--- config.mk ---
export PLATFORM = sky130hd
export DESIGN_NAME = dispatch_sequencer
export DESIGN_NICKNAME = d
export VERILOG_FILES = /design/src/rtl/dispatch_sequencer.sv
export SDC_FILE = /design/constraint.sdc
export NUM_CORES = 1
export LEC_CHECK = 0
export CAP_MARGIN = 10
export CELL_PAD_IN_SITES_DETAIL_PLACEMENT = 0
export CELL_PAD_IN_SITES_GLOBAL_PLACEMENT = 1
export CORE_ASPECT_RATIO = 1.5
export CORE_MARGIN = 2
export CORE_UTILIZATION = 35
export CTS_CLUSTER_DIAMETER = 150
export DETAILED_ROUTE_END_ITERATION = 7
export DONT_BUFFER_PORTS = 1
export PLACE_DENSITY_LB_ADDON = 0.3
export SKIP_CTS_REPAIR_TIMING = 1
export SLEW_MARGIN = 5
export SYNTH_ARGS = -nofsm -noshare
export SYNTH_HDL_FRONTEND = slang
export SYNTH_SLANG_ARGS = --single-unit
--- constraint.sdc ---
create_clock -name clk -period 2.7 [get_ports clk]
set_input_delay 0.405 -clock clk [delete_from_list [all_inputs] [get_ports clk]]
set_output_delay 0.405 -clock clk [all_outputs]
set_load 0.02 [all_outputs]
--- src/rtl/dispatch_sequencer.sv ---
// Sequencer for the double-buffered dispatcher: fills the write buffer row by row and drains the
// read buffer bit-serially, ping-ponging between them. Optional stall counter: DISPATCH_SEQ_PERF_EN.
module dispatch_sequencer #(
  parameter int WL               = 16,
  parameter int BRICKS_PER_ROW   = 16,
  parameter int PARALLEL_WINDOWS = 16,
  parameter int SEL_BITS         = 4,
  parameter int TW               = 16
) (
  input  logic                                   clk,
  input  logic                                   rst_n,
  input  logic                                   i_start,
  input  logic [TW-1:0]                          i_num_tiles,
  input  logic [SEL_BITS*PARALLEL_WINDOWS-1:0]   i_brick_sel,
  output logic                                   o_busy,
  output logic                                   o_done,
  output logic                                   o_mem_req,
  input  logic                                   i_mem_valid,
  output logic [SEL_BITS*PARALLEL_WINDOWS-1:0]   o_sel,
  output logic [PARALLEL_WINDOWS-1:0]            o_enable,
  output logic                                   o_read_buf,
  output logic                                   o_stream_valid,
  output logic [$clog2(WL)-1:0]                  o_bit_idx,
  input  logic                                   i_stream_ready
`ifdef DISPATCH_SEQ_PERF_EN
  ,
  output logic [31:0]                            o_stall_cnt
`endif
);

  localparam int PW    = PARALLEL_WINDOWS;
  localparam int BIT_W = $clog2(WL);
  localparam int ROW_W = (PW > 1) ? $clog2(PW) : 1;
  localparam logic [BIT_W-1:0] LAST_BIT = BIT_W'(WL - 1);
  localparam logic [ROW_W-1:0] LAST_ROW = ROW_W'(PW - 1);

  // The brick select must be able to address every brick of a row.
  if (SEL_BITS < $clog2(BRICKS_PER_ROW)) begin : g_sel_width_check
    $error("dispatch_sequencer: SEL_BITS too narrow for BRICKS_PER_ROW");
  end

  typedef enum logic [1:0] {
    S_IDLE = 2'd0,
    S_RUN  = 2'd1,
    S_DONE = 2'd2
  } state_t;

  state_t                      state_r;
  logic [TW-1:0]               num_tiles_r;
  logic [SEL_BITS*PW-1:0]      sel_r;
  logic                        read_buf_r;
  logic [1:0]                  buf_full_r;
  logic [ROW_W-1:0]            row_k_r;
  logic [TW-1:0]               tiles_filled_r;
  logic [TW-1:0]               tiles_drained_r;
  logic [BIT_W-1:0]            bit_idx_r;

  logic                        rd_full_s;
  logic                        wr_full_s;
  logic                        mem_req_s;
  logic                        fill_s;
  logic                        stream_valid_s;
  logic                        accept_s;
  logic                        swap_s;
  logic [PW-1:0]               enable_s;

  // Handshake decode; a swap cycle naturally has neither request nor valid.
  always_comb begin
    rd_full_s      = buf_full_r[read_buf_r];
    wr_full_s      = buf_full_r[~read_buf_r];
    mem_req_s      = (state_r == S_RUN) && !wr_full_s && (tiles_filled_r < num_tiles_r);
    fill_s         = mem_req_s && i_mem_valid;
    stream_valid_s = (state_r == S_RUN) && rd_full_s;
    accept_s       = stream_valid_s && i_stream_ready;
    swap_s         = (state_r == S_RUN) && !rd_full_s && wr_full_s;
    if (fill_s) begin
      enable_s = PW'(1) << row_k_r;
    end else begin
      enable_s = '0;
    end
  end

  // Job FSM, fill/drain counters and buffer occupancy.
  always_ff @(posedge clk or negedge rst_n) begin
    if (!rst_n) begin
      state_r         <= S_IDLE;
      num_tiles_r     <= TW'(0);
      sel_r           <= '0;
      read_buf_r      <= 1'b0;
      buf_full_r      <= 2'b00;
      row_k_r         <= ROW_W'(0);
      tiles_filled_r  <= TW'(0);
      tiles_drained_r <= TW'(0);
      bit_idx_r       <= BIT_W'(0);
    end else begin
      case (state_r)
        S_IDLE: begin
          if (i_start) begin
            num_tiles_r     <= i_num_tiles;
            sel_r           <= i_brick_sel;
            buf_full_r      <= 2'b00;
            row_k_r         <= ROW_W'(0);
            tiles_filled_r  <= TW'(0);
            tiles_drained_r <= TW'(0);
            bit_idx_r       <= BIT_W'(0);
            state_r         <= (i_num_tiles == TW'(0)) ? S_DONE : S_RUN;
          end
        end
        S_RUN: begin
          if (tiles_drained_r == num_tiles_r) begin
            state_r <= S_DONE;
          end
          if (fill_s) begin
            if (row_k_r == LAST_ROW) begin
              row_k_r                  <= ROW_W'(0);
              buf_full_r[~read_buf_r]  <= 1'b1;
              tiles_filled_r           <= tiles_filled_r + TW'(1);
            end else begin
              row_k_r <= row_k_r + ROW_W'(1);
            end
          end
          // Drain completion clears the other buffer, so it may coincide with a fill completion.
          if (accept_s) begin
            if (bit_idx_r == LAST_BIT) begin
              bit_idx_r               <= BIT_W'(0);
              buf_full_r[read_buf_r]  <= 1'b0;
              tiles_drained_r         <= tiles_drained_r + TW'(1);
            end else begin
              bit_idx_r <= bit_idx_r + BIT_W'(1);
            end
          end
          // Occupancy bits are indexed by physical buffer, so a swap only flips the pointer.
          if (swap_s) begin
            read_buf_r <= ~read_buf_r;
          end
        end
        S_DONE: begin
          state_r <= S_IDLE;
        end
        default: begin
          state_r <= S_IDLE;
        end
      endcase
    end
  end

  assign o_busy         = (state_r != S_IDLE);
  assign o_done         = (state_r == S_DONE);
  assign o_mem_req      = mem_req_s;
  assign o_sel          = sel_r;
  assign o_enable       = enable_s;
  assign o_read_buf     = read_buf_r;
  assign o_stream_valid = stream_valid_s;
  assign o_bit_idx      = bit_idx_r;

`ifdef DISPATCH_SEQ_PERF_EN
  logic [31:0] stall_cnt_r;

  // Saturating count of cycles where a slice is offered but not taken.
  always_ff @(posedge clk or negedge rst_n) begin
    if (!rst_n) begin
      stall_cnt_r <= 32'd0;
    end else if ((state_r == S_IDLE) && i_start) begin
      stall_cnt_r <= 32'd0;
    end else if (stream_valid_s && !i_stream_ready && (stall_cnt_r != 32'hFFFF_FFFF)) begin
      stall_cnt_r <= stall_cnt_r + 32'd1;
    end
  end

  assign o_stall_cnt = stall_cnt_r;
`endif

endmodule
==> results.sh, run 1 <==
export IMPL_result_of_the_run="finished with violations"
export IMPL_failed_checks="negative hold slack, negative setup slack"
export IMPL_cp_end_kind="primary output"
export IMPL_asyncSetResetFlopFracSynth=1.00
export IMPL_htreeDepth=4
export IMPL_hold_worst_slack_ns=-0.319
export IMPL_yosysMostFrequentCell="sky130_fd_sc_hd__nand2_1"
export IMPL_drt_vias_per_instance=5.23
export IMPL_vias=4840
export IMPL_report_final_hold_viol_count=125
export IMPL_rows=59
export IMPL_worst_endpoint_arrival_ns=2.33
export IMPL_wl_um=15900
export IMPL_cts_buffers=17
export IMPL_design_die_area_mm2=0.0185
export IMPL_grt_pass1_vias=4837
export IMPL_place_port_buffers=0
export IMPL_worst_setup_hold_path_clk_slew_ns=0.06
export IMPL_timing_final_crit_share=1.01
export IMPL_num_antenna_cells=0
export IMPL_dr_first_iter_drc_count=250
export IMPL_timing_slew_headroom=0.546
export IMPL_gp_congestion=0.781
export IMPL_max_freq_mhz=365
export IMPL_clock_root_cell="sky130_fd_sc_hd__clkbuf_16"
export IMPL_die_h_um=165
export IMPL_setup_worst_path_start_class="register"
export IMPL_synth_largest_type_area_fraction=0.514
export IMPL_synth_enable_flop_cells=0
export IMPL_timing_final_setup_violations=11
export IMPL_ant_nets=0
export IMPL_tritoncts="done"
export IMPL_start_to_end_type_of_the_worst_setup_path="register to primary output"
export IMPL_area_growth_syn_to_layout_pct=19.6
export IMPL_die_w_um=112
export IMPL_worst_slack_ns=-0.0372
export IMPL_synth_seq_cells=125
export IMPL_grt_start_max_net_pins=126
export IMPL_fillCellCount=1664
export IMPL_crit_path_max_fanout=6
export IMPL_final_max_slew_violation_count=0
export IMPL_floorplan_initialDensity=0.354
export IMPL_post_synth_inst_count=686
export IMPL_worstMarginPinSlew_ns=0.682
export IMPL_ys_top_cells_by_area="sky130_fd_sc_hd__dfrtp_1 (51%), sky130_fd_sc_hd__nand2_1 (15%), sky130_fd_sc_hd__ha_1 (4.9%)"
export IMPL_grt_antenna_before_repair=0
export IMPL_clkSinkCount=125
export IMPL_synth_cell_types=42
export IMPL_finalClockSkew_ns=0.0126
export IMPL_clk_latency_ns=0.42
export IMPL_route_detailed_wl_per_inst_um=17.2
export IMPL_postLayoutCoreUtil=0.423
export IMPL_worst_ep_required_time_ns=2.30
export IMPL_syn_num_nets=795
export IMPL_post_place_ws_ns=0.197
export IMPL_fin_nets=808
export IMPL_mapped_avg_cell_area_um2=8.87
export IMPL_drc=0
export IMPL_floorplan_core_area_mm2=0.0172
export IMPL_power_density_mw_per_mm2=1080
export IMPL_post_route_min_period_ns=2.74
export IMPL_netlist_top_cells_count="sky130_fd_sc_hd__nand2_1 (237), sky130_fd_sc_hd__dfrtp_1 (125), sky130_fd_sc_hd__inv_1 (31)"
export IMPL_netlist_top_cell_by_area="sky130_fd_sc_hd__dfrtp_1"
export IMPL_hold_class="primary input to async pin"
export IMPL_yosysSeqAreaShare=0.514
export IMPL_max_cap_violations=0
export IMPL_wire_length_of_the_first_global_routing_pass_um=24500
export IMPL_layout_drive_gt1_share=0.163
export IMPL_ir_drop_mv=0.495
export IMPL_syn_area_mm2=0.00608
export IMPL_floorplan_io_pins=174
export IMPL_grt_ovfl_total=0
export IMPL_r2r_worst_path_cells=9
export IMPL_unrepaired_setup_endpoints_after_global_routing="yes"
export IMPL_total_grt_usage=0.168
export IMPL_place_hpwl_um=10900
export IMPL_detailedRoute_firstPassIterationCount=4
export IMPL_postSynth_topFlopCell="sky130_fd_sc_hd__dfrtp_1"
export IMPL_power_leakage_nw=3.37
export IMPL_cts_buffer_depth=2
export IMPL_ys_warns=0
==> layout make-up <==
class,instances,area [um2],area share
inverter,31,116,0.0160
sequential,125,3130,0.431
timing repair buffer,25,213,0.0292
clock inverter,14,138,0.0189
tap,213,267,0.0366
clock buffer,18,429,0.0590
multi-input combinational,499,2980,0.409
==> critical path: stages (launching register included) <==
cell	delay, ns
sky130_fd_sc_hd__dfrtp_1	0.38
sky130_fd_sc_hd__inv_2	0.07
sky130_fd_sc_hd__ha_4	0.16
sky130_fd_sc_hd__or3_4	0.39
sky130_fd_sc_hd__o221ai_4	0.25
sky130_fd_sc_hd__nand4b_4	0.22
sky130_fd_sc_hd__nor2_4	0.22
sky130_fd_sc_hd__and3_4	0.25
==> sequential cells by signal, indices dropped and copies added (netlist names) <==
signal           flops
row_k_r              4
tiles_filled_r      16
o_read_buf           1
tiles_drained_r     16
num_tiles_r         16
o_bit_idx            4
buf_full_r           2
o_sel               64
state_r              2
==> final timing paths <==
path / from / end / slack [ns]
worst max-delay path: num_tiles_r[2] / o_enable[8] / -0.04
worst min-delay path: rst_n / num_tiles_r[9] / -0.32
worst max register to register: num_tiles_r[2] / tiles_filled_r[5] / 0.13
worst min register to register: state_r[1] / state_r[1] / 0.50
max in group asynchronous: rst_n / o_sel[56] / 2.75
min in group clk: i_brick_sel[14] / o_sel[14] / 0.09
==> routing by layer <==
metal | track usage | wire length, um | vias up
li1 | - | - | 2327
met1 | 0.192 | 6340 | 2319
met2 | 0.283 | 8020 | 172
met3 | 0.0558 | 1120 | 22
met4 | 0.0780 | 398 | 0
met5 | 0 | 0 | -
==> placed cells by master, fill, tap and decap left out, drive strengths merged, types with 3 or more instances in the layout <==
| master | instances |
|---|---|
| clkinvlp | 5 |
| and3 | 18 |
| buf | 25 |
| o21ai | 29 |
| clkinv | 4 |
| xnor2 | 20 |
| and2 | 5 |
| nor4 | 6 |
| o22ai | 3 |
| a21oi | 20 |
| clkbuf | 18 |
| xor2 | 9 |
| nand2 | 237 |
| or4 | 11 |
| inv | 35 |
| o31ai | 13 |
| a31oi | 3 |
| nand4 | 11 |
| dfrtp | 125 |
| and4b | 3 |
| ha | 24 |
| or3 | 4 |
| nand3 | 29 |
| nor2 | 26 |
| nor3 | 7 |
==> per-stage QoR <==
stage / instance area, um2 / power, mW / hold WS, ns / cells / setup TNS, ns
6_report: 7280 / 7.85 / -0.319 / 925 / -0.223
5_1_grt: 7280 / 8.39 / -0.345 / 925 / -1.67
4_1_cts: 6860 / 7.68 / -0.338 / 905 / -3.52
3_5_place_dp: 6290 / 5.43 / 0.113 / 873 / 0
3_3_place_gp: 6290 / 5.37 / 0.112 / 873 / 0
2_1_floorplan: 6080 / 4.86 / 0.109 / 686 / 0
==> power breakdown <==
| part | internal [mW] | switching [mW] | leakage, nW |
|---|---|---|---|
| clock network | 1.28 | 0.915 | 0.260 |
| logic | 0.789 | 1.28 | 1.51 |
| registers | 2.49 | 1.10 | 1.60 |
| total | 4.56 | 3.29 | 3.37 |
==> cell families after synthesis <==
kind of cell               count (synthesis)  share of synthesized area
DFF                                      125                      0.514
xor gates and xnor gates                  29                     0.0417
adders and majority gates                 24                     0.0494
AOI/OAI and AO/OA                         80                     0.0825
and+or+nand+nor                          364                      0.268
buffers and inverters                     62                     0.0409
muxes                                      2                    0.00329
Note: power is estimated with default switching activity, not from simulation.
==> run 2: changes to the inputs <==
- SLEW_MARGIN: 5 -> 30
==> results of run 2 <==
Final layout, timing and power as in run 1 (identical DEF).
==> run 3: changes to the inputs <==
- CORE_MARGIN: 2 -> 1.5
==> run 3 against run 2 <==
The run still ends with negative hold slack, negative setup slack left. Via count rose by 0.29%. Cell count fell by 0.65%. Worst setup slack got worse by 0.083 ns. Total power rose by 0.74%. Global-route usage rose by 0.073 points. Clock power rose by 4%. Sequential power barely moved. Maximum frequency fell by 2.9%. Critical path type unchanged. Critical endpoint is now o_enable[10]. Largest power group unchanged. Highest routed layer unchanged.
==> results.sh, run 3 (same netlist as run 1, synthesis figures left out) <==
export IMPL_hold_worst_slack_ns=-0.317
export IMPL_wire_length_of_the_first_global_routing_pass_um=24100
export IMPL_total_grt_usage=0.168
export IMPL_crit_path_max_fanout=6
export IMPL_die_w_um=111
export IMPL_crit_path_start="num_tiles_r[7]"
export IMPL_clock_root_cell="sky130_fd_sc_hd__clkbuf_16"
export IMPL_htreeDepth=4
export IMPL_cts_buffers=17
export IMPL_start_to_end_type_of_the_worst_setup_path="register to primary output"
export IMPL_timing_final_setup_violations=16
export IMPL_post_route_min_period_ns=2.82
export IMPL_layout_drive_gt1_share=0.158
export IMPL_cts_buffer_depth=2
export IMPL_postLayoutCellArea_mm2=0.00727
export IMPL_drc=0
export IMPL_result_of_the_run="finished with violations"
export IMPL_gp_congestion=0.783
export IMPL_max_freq_mhz=355
export IMPL_critical_path_slowest_cell="sky130_fd_sc_hd__dfrtp_1"
export IMPL_drt_vias_per_instance=5.28
export IMPL_grt_pass1_vias=4783
export IMPL_wl_um=15900
export IMPL_clkSinkCount=125
export IMPL_worst_slack_ns=-0.120
export IMPL_vias=4854
export IMPL_max_cap_violations=0
export IMPL_postLayoutCoreUtil=0.430
export IMPL_mostFrequentLayoutCells="sky130_fd_sc_hd__nand2_1 (237), sky130_fd_sc_hd__dfrtp_1 (118), sky130_fd_sc_hd__nand3_1 (28), sky130_fd_sc_hd__o21ai_0 (28), sky130_fd_sc_hd__inv_1 (25)"
export IMPL_crit_path_max_incr_delay_ns=0.39
export IMPL_crit_chain="inv_1, ha_4, a21oi_1, a31oi_1, o21ba_2, nand4b_4, nor2_4, and3_4"
export IMPL_clk_latency_ns=0.42
export IMPL_multi_input_logic_area_mm2=0.00297
export IMPL_final_max_slew_violation_count=0
export IMPL_failed_checks="negative hold slack, negative setup slack"
export IMPL_buffer_and_inverter_count_on_the_worst_path=1
export IMPL_cp_end_kind="primary output"
export IMPL_rows=58
export IMPL_worstMarginPinSlew_ns=0.809
export IMPL_rr_startpoint="num_tiles_r[7]"
export IMPL_unrepaired_setup_endpoints_after_global_routing="yes"
export IMPL_dr_first_iter_drc_count=253
export IMPL_grt_start_max_net_pins=126
export IMPL_hold_class="primary input to async pin"
export IMPL_detailedRoute_firstPassIterationCount=4
export IMPL_timing_slew_headroom=0.460
export IMPL_setup_worst_path_start_class="register"
export IMPL_placedInstanceArea_mm2=0.00631
export IMPL_worst_endpoint_arrival_ns=2.42
export IMPL_grt_ovfl_total=0
export IMPL_num_antenna_cells=0
export IMPL_die_h_um=164
export IMPL_final_seq_area_mm2=0.00314
export IMPL_floorplan_initialDensity=0.360
export IMPL_design_die_area_mm2=0.0182
export IMPL_route_detailed_wl_per_inst_um=17.3
export IMPL_floorplan_io_pins=174
export IMPL_worst_setup_hold_path_clk_slew_ns=0.06
export IMPL_post_layout_total_power_mw=7.91
export IMPL_ant_nets=0
export IMPL_worst_ep_required_time_ns=2.30
export IMPL_floorplan_core_area_mm2=0.0169
export IMPL_timing_final_crit_share=1.04
export IMPL_report_final_hold_viol_count=125
export IMPL_area_growth_syn_to_layout_pct=19.4
export IMPL_power_density_mw_per_mm2=1090
export IMPL_ir_drop_mv=0.712
export IMPL_power_leakage_nw=3.37
export IMPL_layout_cells_most_common="sky130_fd_sc_hd__nand2_1"
export IMPL_finalClockSkew_ns=0.00811
export IMPL_fin_nets=805
export IMPL_critical_path_top_delay_family="simple AND/OR/NAND/NOR gates"
export IMPL_tritoncts="done"
export IMPL_grt_antenna_before_repair=0
export IMPL_flip_flop_count_of_the_largest_register_after_layout=64
export IMPL_place_port_buffers=0
export IMPL_fillCellCount=1616
export IMPL_place_hpwl_um=10900
run 3: routing by layer:
layer	vias to the layer above	track usage	wire length, um
met2	175	0.299	8150
met4	0	0.0676	336
met3	24	0.0594	1120
li1	2315	-	-
met5	-	0	0
met1	2340	0.184	6260
run 3: layout make-up:
type | count | area share
multi-input combinational | 499 | 0.409
clock inverter | 14 | 0.0217
clock buffer | 18 | 0.0591
timing repair buffer | 22 | 0.0267
sequential | 125 | 0.432
tap | 210 | 0.0362
inverter | 31 | 0.0160
run 3: power by group:
group,leakage [nW],switching (mW),total (mW),internal [mW]
registers,1.60,1.09,3.59,2.49
clock network,0.278,0.901,2.28,1.37
logic,1.49,1.28,2.05,0.771
run 3: path summary, 6_finish.rpt:
check / slack, ns / endpoint / depth (start not counted)
min reg2reg: 0.49 / state_r[1] / 1
max in group asynchronous: 2.88 / o_sel[1] / 0
min: -0.32 / tiles_drained_r[10] / 0
max: -0.12 / o_enable[10] / 8
max reg2reg: 0.06 / tiles_filled_r[9] / 10
min in group clk: 0.09 / o_sel[54] / 2
run 3: stage by stage:
step / setup TNS (ns) / hold WS, ns / setup slack, ns / instances
after floorplan: 0 / 0.109 / 0.195 / 686
after global placement: 0 / 0.112 / 0.253 / 873
after detailed placement: 0 / 0.112 / 0.197 / 873
after CTS: -3.10 / -0.335 / -0.230 / 905
after global routing: -2.35 / -0.341 / -0.191 / 919
final: -1.16 / -0.317 / -0.120 / 919
